File: src/rtl/bitbrick_mac.sv
// bitbrick_mac: temporally fused, precision-scalable multiply-accumulate.
// A P-bit x P-bit product (P = 2/4/8/16) is split into 2-bit digit
// products. One digit product is evaluated per cycle, shifted into place
// and added to a wide wrapping accumulator. Operands and results use
// valid/ready handshakes.
// Optional build macro: BB_ZERO_SKIP_EN. When it is defined, an operation
// whose A or B operand is zero in its low P bits spends a single compute
// cycle and adds nothing to the accumulator.
module bitbrick_mac #(
  parameter int MAX_BITS  = 8,
  parameter int ACC_WIDTH = 32
) (
  input  logic                 clk,
  input  logic                 rst,
  input  logic                 in_valid,
  output logic                 in_ready,
  input  logic [MAX_BITS-1:0]  a,
  input  logic [MAX_BITS-1:0]  b,
  input  logic [1:0]           prec,
  input  logic [1:0]           sel,
  input  logic                 in_acc,
  output logic                 out_valid,
  input  logic                 out_ready,
  output logic [ACC_WIDTH-1:0] out_data
);

  typedef enum logic [1:0] {IDLE, COMPUTE, DONE} state_e;

  // Widest precision code the instance supports; larger codes clamp to it.
  localparam logic [1:0] MAX_CODE = (MAX_BITS >= 16) ? 2'd3 :
                                    (MAX_BITS >= 8)  ? 2'd2 :
                                    (MAX_BITS >= 4)  ? 2'd1 : 2'd0;

  state_e                state_q, state_d;
  logic [ACC_WIDTH-1:0]  acc_q, acc_d;
  logic [7:0]            cnt_q, cnt_d;
  logic [MAX_BITS-1:0]   a_q, a_d, b_q, b_d;
  logic [1:0]            pl_q, pl_d;   // log2 of the digit count N
  logic [1:0]            sel_q, sel_d;
  logic [1:0]            prec_clamped;

  // Digit-level datapath signals for the current (i, j) pair.
  logic [7:0]            digit_mask;
  logic [7:0]            k_last;
  logic [3:0]            i_idx, j_idx, n_last;
  logic [1:0]            a_dig, b_dig;
  logic                  a_sgn, b_sgn;
  logic signed [2:0]     da, db;
  logic signed [5:0]     prod;
  logic [ACC_WIDTH-1:0]  pp_ext;
  logic [5:0]            shamt;
  logic [4:0]            ij_sum;

`ifdef BB_ZERO_SKIP_EN
  logic skip_q, skip_d;

  // All-ones mask covering the low P bits for a clamped precision code.
  function automatic logic [MAX_BITS-1:0] low_mask(input logic [1:0] pl);
    low_mask = MAX_BITS'((64'd1 << (2 << pl)) - 64'd1);
  endfunction
`else
  logic skip_q;
  assign skip_q = 1'b0;
`endif

  assign prec_clamped = (prec > MAX_CODE) ? MAX_CODE : prec;

  // Decode the digit counter into (i, j) and build the shifted partial product.
  always_comb begin
    digit_mask = 8'((32'd1 << pl_q) - 32'd1);
    k_last     = 8'((32'd1 << {pl_q, 1'b0}) - 32'd1);
    n_last     = 4'(digit_mask);
    i_idx      = 4'(cnt_q >> pl_q);
    j_idx      = 4'(cnt_q & digit_mask);
    a_dig      = 2'(a_q >> {i_idx, 1'b0});
    b_dig      = 2'(b_q >> {j_idx, 1'b0});
    // Only the most significant digit carries the sign of a signed operand.
    a_sgn      = (i_idx == n_last) && (sel_q == 2'b00 || sel_q == 2'b10);
    b_sgn      = (j_idx == n_last) && (sel_q == 2'b00);
    da         = {a_sgn & a_dig[1], a_dig};
    db         = {b_sgn & b_dig[1], b_dig};
    prod       = 6'(da) * 6'(db);
    pp_ext     = ACC_WIDTH'(prod);
    ij_sum     = 5'(i_idx) + 5'(j_idx);
    shamt      = {ij_sum, 1'b0};
  end

  // Next-state and datapath updates for the IDLE -> COMPUTE -> DONE cycle.
  always_comb begin
    // NOTE: every output of this block gets a default first so no path leaves
    // a signal unassigned, which would otherwise infer a latch.
    state_d = state_q;
    acc_d   = acc_q;
    cnt_d   = cnt_q;
    a_d     = a_q;
    b_d     = b_q;
    pl_d    = pl_q;
    sel_d   = sel_q;
`ifdef BB_ZERO_SKIP_EN
    skip_d  = skip_q;
`endif
    unique case (state_q)
      IDLE: begin
        if (in_valid) begin
          a_d     = a;
          b_d     = b;
          pl_d    = prec_clamped;
          sel_d   = sel;
          cnt_d   = '0;
          acc_d   = in_acc ? acc_q : '0;
`ifdef BB_ZERO_SKIP_EN
          skip_d  = ((a & low_mask(prec_clamped)) == '0) ||
                    ((b & low_mask(prec_clamped)) == '0);
`endif
          state_d = COMPUTE;
        end
      end
      COMPUTE: begin
        if (skip_q) begin
          state_d = DONE;
        end else begin
          acc_d = acc_q + (pp_ext << shamt);
          cnt_d = cnt_q + 8'd1;
          if (cnt_q == k_last) state_d = DONE;
        end
      end
      DONE: begin
        if (out_ready) state_d = IDLE;
      end
      default: state_d = IDLE;
    endcase
  end

  // State register with synchronous reset; acc survives the result handshake.
  always_ff @(posedge clk) begin
    // NOTE: sequential state uses non-blocking assignments so every register
    // samples the values from before the edge, independent of statement order.
    if (rst) begin
      state_q <= IDLE;
      acc_q   <= '0;
      cnt_q   <= '0;
      a_q     <= '0;
      b_q     <= '0;
      pl_q    <= '0;
      sel_q   <= '0;
`ifdef BB_ZERO_SKIP_EN
      skip_q  <= 1'b0;
`endif
    end else begin
      state_q <= state_d;
      acc_q   <= acc_d;
      cnt_q   <= cnt_d;
      a_q     <= a_d;
      b_q     <= b_d;
      pl_q    <= pl_d;
      sel_q   <= sel_d;
`ifdef BB_ZERO_SKIP_EN
      skip_q  <= skip_d;
`endif
    end
  end

  assign in_ready  = (state_q == IDLE);
  assign out_valid = (state_q == DONE);
  assign out_data  = acc_q;

endmodule
File: config.mk
export PLATFORM = sky130hd
export DESIGN_NAME = bitbrick_mac
export DESIGN_NICKNAME = d
export VERILOG_FILES = /design/src/rtl/bitbrick_mac.sv
export SDC_FILE = /design/constraint.sdc
export NUM_CORES = 1
export LEC_CHECK = 0
export ABC_AREA = 1
export BUFFER_PORTS_ARGS = -buffer_cell sky130_fd_sc_hd__buf_2
export CAP_MARGIN = 0
export CORE_MARGIN = 2
export CORE_UTILIZATION = 48
export CTS_CLUSTER_DIAMETER = 50
export CTS_CLUSTER_SIZE = 12
export DETAILED_ROUTE_END_ITERATION = 8
export GPL_TIMING_DRIVEN = 0
export MAX_ROUTING_LAYER = met4
export PLACE_DENSITY = 0.77
export SETUP_SLACK_MARGIN = 0.15
export SYNTH_ARGS = -nofsm -noshare
export SYNTH_HDL_FRONTEND = slang
export SYNTH_SLANG_ARGS = --single-unit
File: constraint.sdc
create_clock -name clk -period 6.4 [get_ports clk]
set_input_delay 0.32 -clock clk [delete_from_list [all_inputs] [get_ports clk]]
set_output_delay 0.32 -clock clk [all_outputs]
set_load 0.01 [all_outputs]
After elaboration in Yosys (flattened, before gate mapping) --
Index checks and enable logic that the tools add are counted. Widths: inputs -> output; s select.
Word-level totals: output and inout bits 34, register bits 62, input bits 25
Operators by class: eq/ne operators 10, order comparisons 1, bitwise operators 3, shifts and indexed selects 6, multiplexer cells 10, add/sub/neg operators 5, multipliers 1, reduce and logical (&&, ||, !) cells 10
Operators with widths (count):
- $mux 32 | 2
- $pmux 32 s2 | 1
- $add 32x32->32 | 1
- $shl 32x6->32 | 1
- $pmux 8 s2 | 1
- $shr 8x5->2 | 2
- $add 8x1->8 const B | 1
- $eq 4x4->1 | 2
- $eq 8x8->1 | 1
- $mux 2 | 4
- $mux 8 | 1
- $shl 1x3->8 const A | 1
- $shr 8x2->4 | 1
- $sub 8x1->8 const B | 1
- $mul 3x3->6 | 1
- $ne 2x2->1 const B | 3
- $pmux 2 s3 | 1
- $reduce_and 3->1 | 2
- $add 4x4->5 | 1
- $and 4x4->4 | 1
- $eq 2x2->1 const B | 2
- $logic_not 2->1 | 2
- $reduce_and 2->1 | 2
- $shl 1x2->4 const A | 1
- other kinds (8) | 10

Depth between registers and ports, before layout --
depth in word-level cells 10, gate-level depth with buffers 41, gate-level depth less buffers 41

Worst setup path after synthesis --
Ideal clock, no wire load.
path type register to register, start register pl_q[0], end register acc_q[22], in the netlist out_data[22], setup slack 0.516 ns, arrival 5.752 ns, stages on the path, launching flop included 35, path through dfxtp_1 -> buf_4 -> nor2_2 -> inv_1 -> ha_1 -> nor2_2 -> a21oi_1 -> a32o_1 -> nor2_1 -> nand2_1 -> fa_1 -> inv_1 -> fa_1 -> ha_1 -> fa_1 -> xnor2_1 -> nand2_1 -> nand2_1 -> inv_1 -> nand2_1 -> o21ai_0 -> inv_1 -> o21ai_0 -> nand2_1 -> a21oi_1 -> a21oi_1 -> ha_1 -> a21o_1 -> a21oi_1 -> nor2_1 -> nor2_1 -> o211ai_1 -> or2_2 -> nand3_1 -> a21oi_1
On the way: word-level cells in the longest chain between the ends 10, elaborated cells between the ends (all ways) 17
RTL lines:
- start, declared | RTL line 38 | logic [1:0] pl_q, pl_d;
- start signal, assigned | RTL line 155 | pl_q <= pl_d;
- branches (longest 7 deep; another with $mul 3x3->6)
- $shl 32x6->32 (*) | RTL line 122 | acc_d = acc_q + (pp_ext << shamt);
- $add 32x32->32 (*) | RTL line 122
- $pmux 32 s2 (*) | RTL line 102 | unique case (state_q)
- end signal, assigned | RTL line 140 | acc_q <= '0;
- end signal, assigned | RTL line 151 | acc_q <= acc_d;
- end, declared | RTL line 35 | logic [ACC_WIDTH-1:0] acc_q, acc_d;
Mark *: on every way between the ends. A chain may end at the register's enable or synchronous reset.

Worst setup path after layout --
Ends and elaborated chain as after synthesis.

==> out/metrics.cfg <==
[status]
status=complete, no violations

[synth]
synth_top_cells_by_area=dfxtp_1 (22%), nand2_1 (14%), a21oi_1 (9.9%), ha_1 (9.5%), inv_1 (6.6%)
most_area_hungry_cell_type_in_the_yosys_netlist=dfxtp_1
combinational_family_with_the_most_area_after_synthesis=simple AND/OR/NAND/NOR gates
synth.cell_area_um2=5640
seq_area_frac_synth_pct=22.0
synth_compound_area_share_pct=21.4
number_of_instances_in_the_synthesized_netlist=905
synth-xor-area-share_pct=1.60
synth-adder-area-share_pct=12.0
netlist.area_leader.share_pct=22.0
synthDistinctLibCells=46
yosys-mux-area-fraction_pct=0
synth_area_per_cell_um2=6.23
yosysWarnings=0
synth_seq_cells=62
synthesis.nets=980
simple_gate_share_of_the_synthesized_area_pct=34.4

[flow_run]
max_cap_viols=0

[critical_path]
critical_path.max_stage_delay_ps=500
cpMostUsedCell=nand2_1
critPathKind=register to register
crit_slowest_cell=fa_1
cp-start-kind=register
critical_path_required_ps=6600
cp.arrival_ps=6210
end_kind=register
worstPathMaxFanout=5

[detailed_routing]
drt_iter0_markers=490
drcViolationCount=0
routed_via_density=5.62
drt-wirelength-per-cell_um=16.1
dr_pass1_iterations=5
final_antenna_net_count=0
routed-via-count=6409
postRouteWirelength_um=18300

[timing]
timing.final.setup_violations=0
tightestPinTransition_ps=825
finalMaxSlewViolations=0
tns_ps=0
finalWorstPathRequiredPeriod_ps=6000
hold_viol_final=0
final.period_utilization_pct=93.8
worst_clock_skew_ps=8.69
max_freq_ghz=0.167
grt_setup_unrepaired=true
worst_hold_margin_ps=208
slew_headroom_pct=45.0

[min_path]
worst_hold_path_type=input pin to register

[grt]
global_route_wire_length_before_repair_um=28800
initial_antenna_violation_count=0
track_usage_pct=29.7
remaining_overflow_grt=0
grt_pass1_vias=5715
pin_count_of_the_biggest_net_entering_global_routing=13

[floorplan]
floorplan.core_area_um2=11400
die-width_um=112
i_o_pin_count=59
vertical_die_dimension_um=112
row_count=39
floorplan.die_area_um2=12600
initial_core_utilization_pct=49.4

[layout]
num_antenna_cells=0
finish.net_count=1067
layout-area-overhead-vs-synth_pct=22.6
finish.cell_count_without_fillers=1140
fillerInstances=1125
post_route_cells_drive_above_1_share_pct=21.9

[pwr]
power_leakage_nw=3.17
worst_ir_drop_vdd_mv=0.174
cellPowerDensity_nw_per_um2=242
fin_total_pwr_mw=1.67

[clock_tree]
cts.clk_slew.worst_paths_ps=60
cts_tree=yes
tritoncts.num_buffers=9
cts_buffer_depth=2
clock-root-buffer=clkbuf_16
cts_max_level=3
clock-sinks=62
insertion_delay_of_the_later_clocked_pin_in_the_worst_skew_pair_ps=350

[placed_design]
placed_cells=1105
hpwlAfterDp_um=14200
globalplace.congestion=0.991
port_buffers=57

[power breakdown]
part | leakage (nW) | internal [mW] | total (mW) | switching, mW
registers | 0.508 | 0.419 | 0.448 | 0.0286
logic | 2.51 | 0.250 | 0.716 | 0.465
clock network | 0.143 | 0.304 | 0.509 | 0.205
total | 3.17 | 0.974 | 1.67 | 0.698
[stage by stage]
stage	utilization, %	cell area (um2)	setup slack, ps
2_1_floorplan	-	5640	516
3_3_place_gp	53.5	6100	-544
3_5_place_dp	53.5	6100	-502
4_1_cts	57.3	6550	155
5_1_grt	60.5	6910	30.6
6_report	60.5	6910	397
[layout make-up]
cell class | count | area (um2) | area share, %
Inverter | 103 | 387 | 5.59
Timing Repair Buffer | 76 | 425 | 6.15
Clock buffer | 10 | 229 | 3.31
Buffer | 23 | 97.6 | 1.41
Tap cell | 143 | 179 | 2.59
Sequential cell | 62 | 1250 | 18.0
Clock inverter | 6 | 72.6 | 1.05
Multi-Input combinational cell | 717 | 4270 | 61.8
[layout by cell type, fill, tap and decap left out, types with 10 or more instances in the layout]
master	count
buf_2	61
nor2_1	83
dfxtp_1	57
o21ai_0	60
ha_1	34
clkbuf_1	19
a21oi_2	18
inv_1	96
nand3_1	62
nand2_2	20
nand2_1	197
nor2_2	14
a21oi_1	94
buf_4	18
o21ai_1	13
nor3_1	10
[final timing paths]
path           start      endpoint  slack [ps]  cells after the start
min          prec[0]       pl_q[0]         210                      3
min reg2reg   a_q[4]        a_q[4]         450                      2
max reg2reg  pl_q[0]  out_data[22]         400                     37
max          pl_q[0]  out_data[22]         400                     37
[synth_stat cells (all sizes together)]
library cell  count
o211ai            5
o21bai            4
a21oi           113
nand2           219
a32o              1
inv             103
fa                7
o21a              1
nand3b            2
xnor2             2
a31oi             2
a22oi             1
or2              10
o41ai             1
nand3            69
nand4             9
o21ai            78
a221oi            4
a21boi            3
a21o              7
nor2            107
nor3             18
conb              1
o22ai             1
nor4              4
a211oi            1
xor2              4
dfxtp            62
ha               43
buf               5
clkbuf           18
[what timing repair did]
action	in CTS	in global routing
hold endpoints to repair	0	0
resized for setup	35	70
setup endpoints to repair	26	26
pin swaps	6	26
gates cloned	0	1
buffers inserted	6	12
hold buffers	0	0
[metal layers]
layer	part of all wire (%)	vias to the layer above	track usage, %
li1	-	3210	-
met1	46	2930	40.7
met2	44	234	45.6
met3	7.9	35	5.35
met4	2.1	0	7.72
met5	0	-	-
[worst max-delay path: cells and delay by family (launching register included)]
| kind | cells | cell delay [ps] |
|---|---|---|
| adders and majority gates | 6 | 2000 |
| and+or+nand+nor | 15 | 1700 |
| AOI/OAI and AO/OA | 9 | 1250 |
| buffers and inverters | 7 | 570 |
| DFF | 1 | 330 |
[registers in the layout (all words and copies together) (netlist names)]
register / cells
pl_q: 2
b_q: 8
out_data: 32
cnt_q: 8
state_q: 2
a_q: 8
sel_q: 2
[cells by family (layout without fill, tap and decap cells)]
family,after synthesis,in the layout
AND/OR/NAND/NOR,438,438
AO/OA/AOI/OAI,222,222
buffers and inverters,126,218
flip-flops,62,62
adder cells (fa/ha/maj),50,50
XOR/XNOR,6,6
other,1,1
Note: power is estimated with default switching activity, not from simulation.
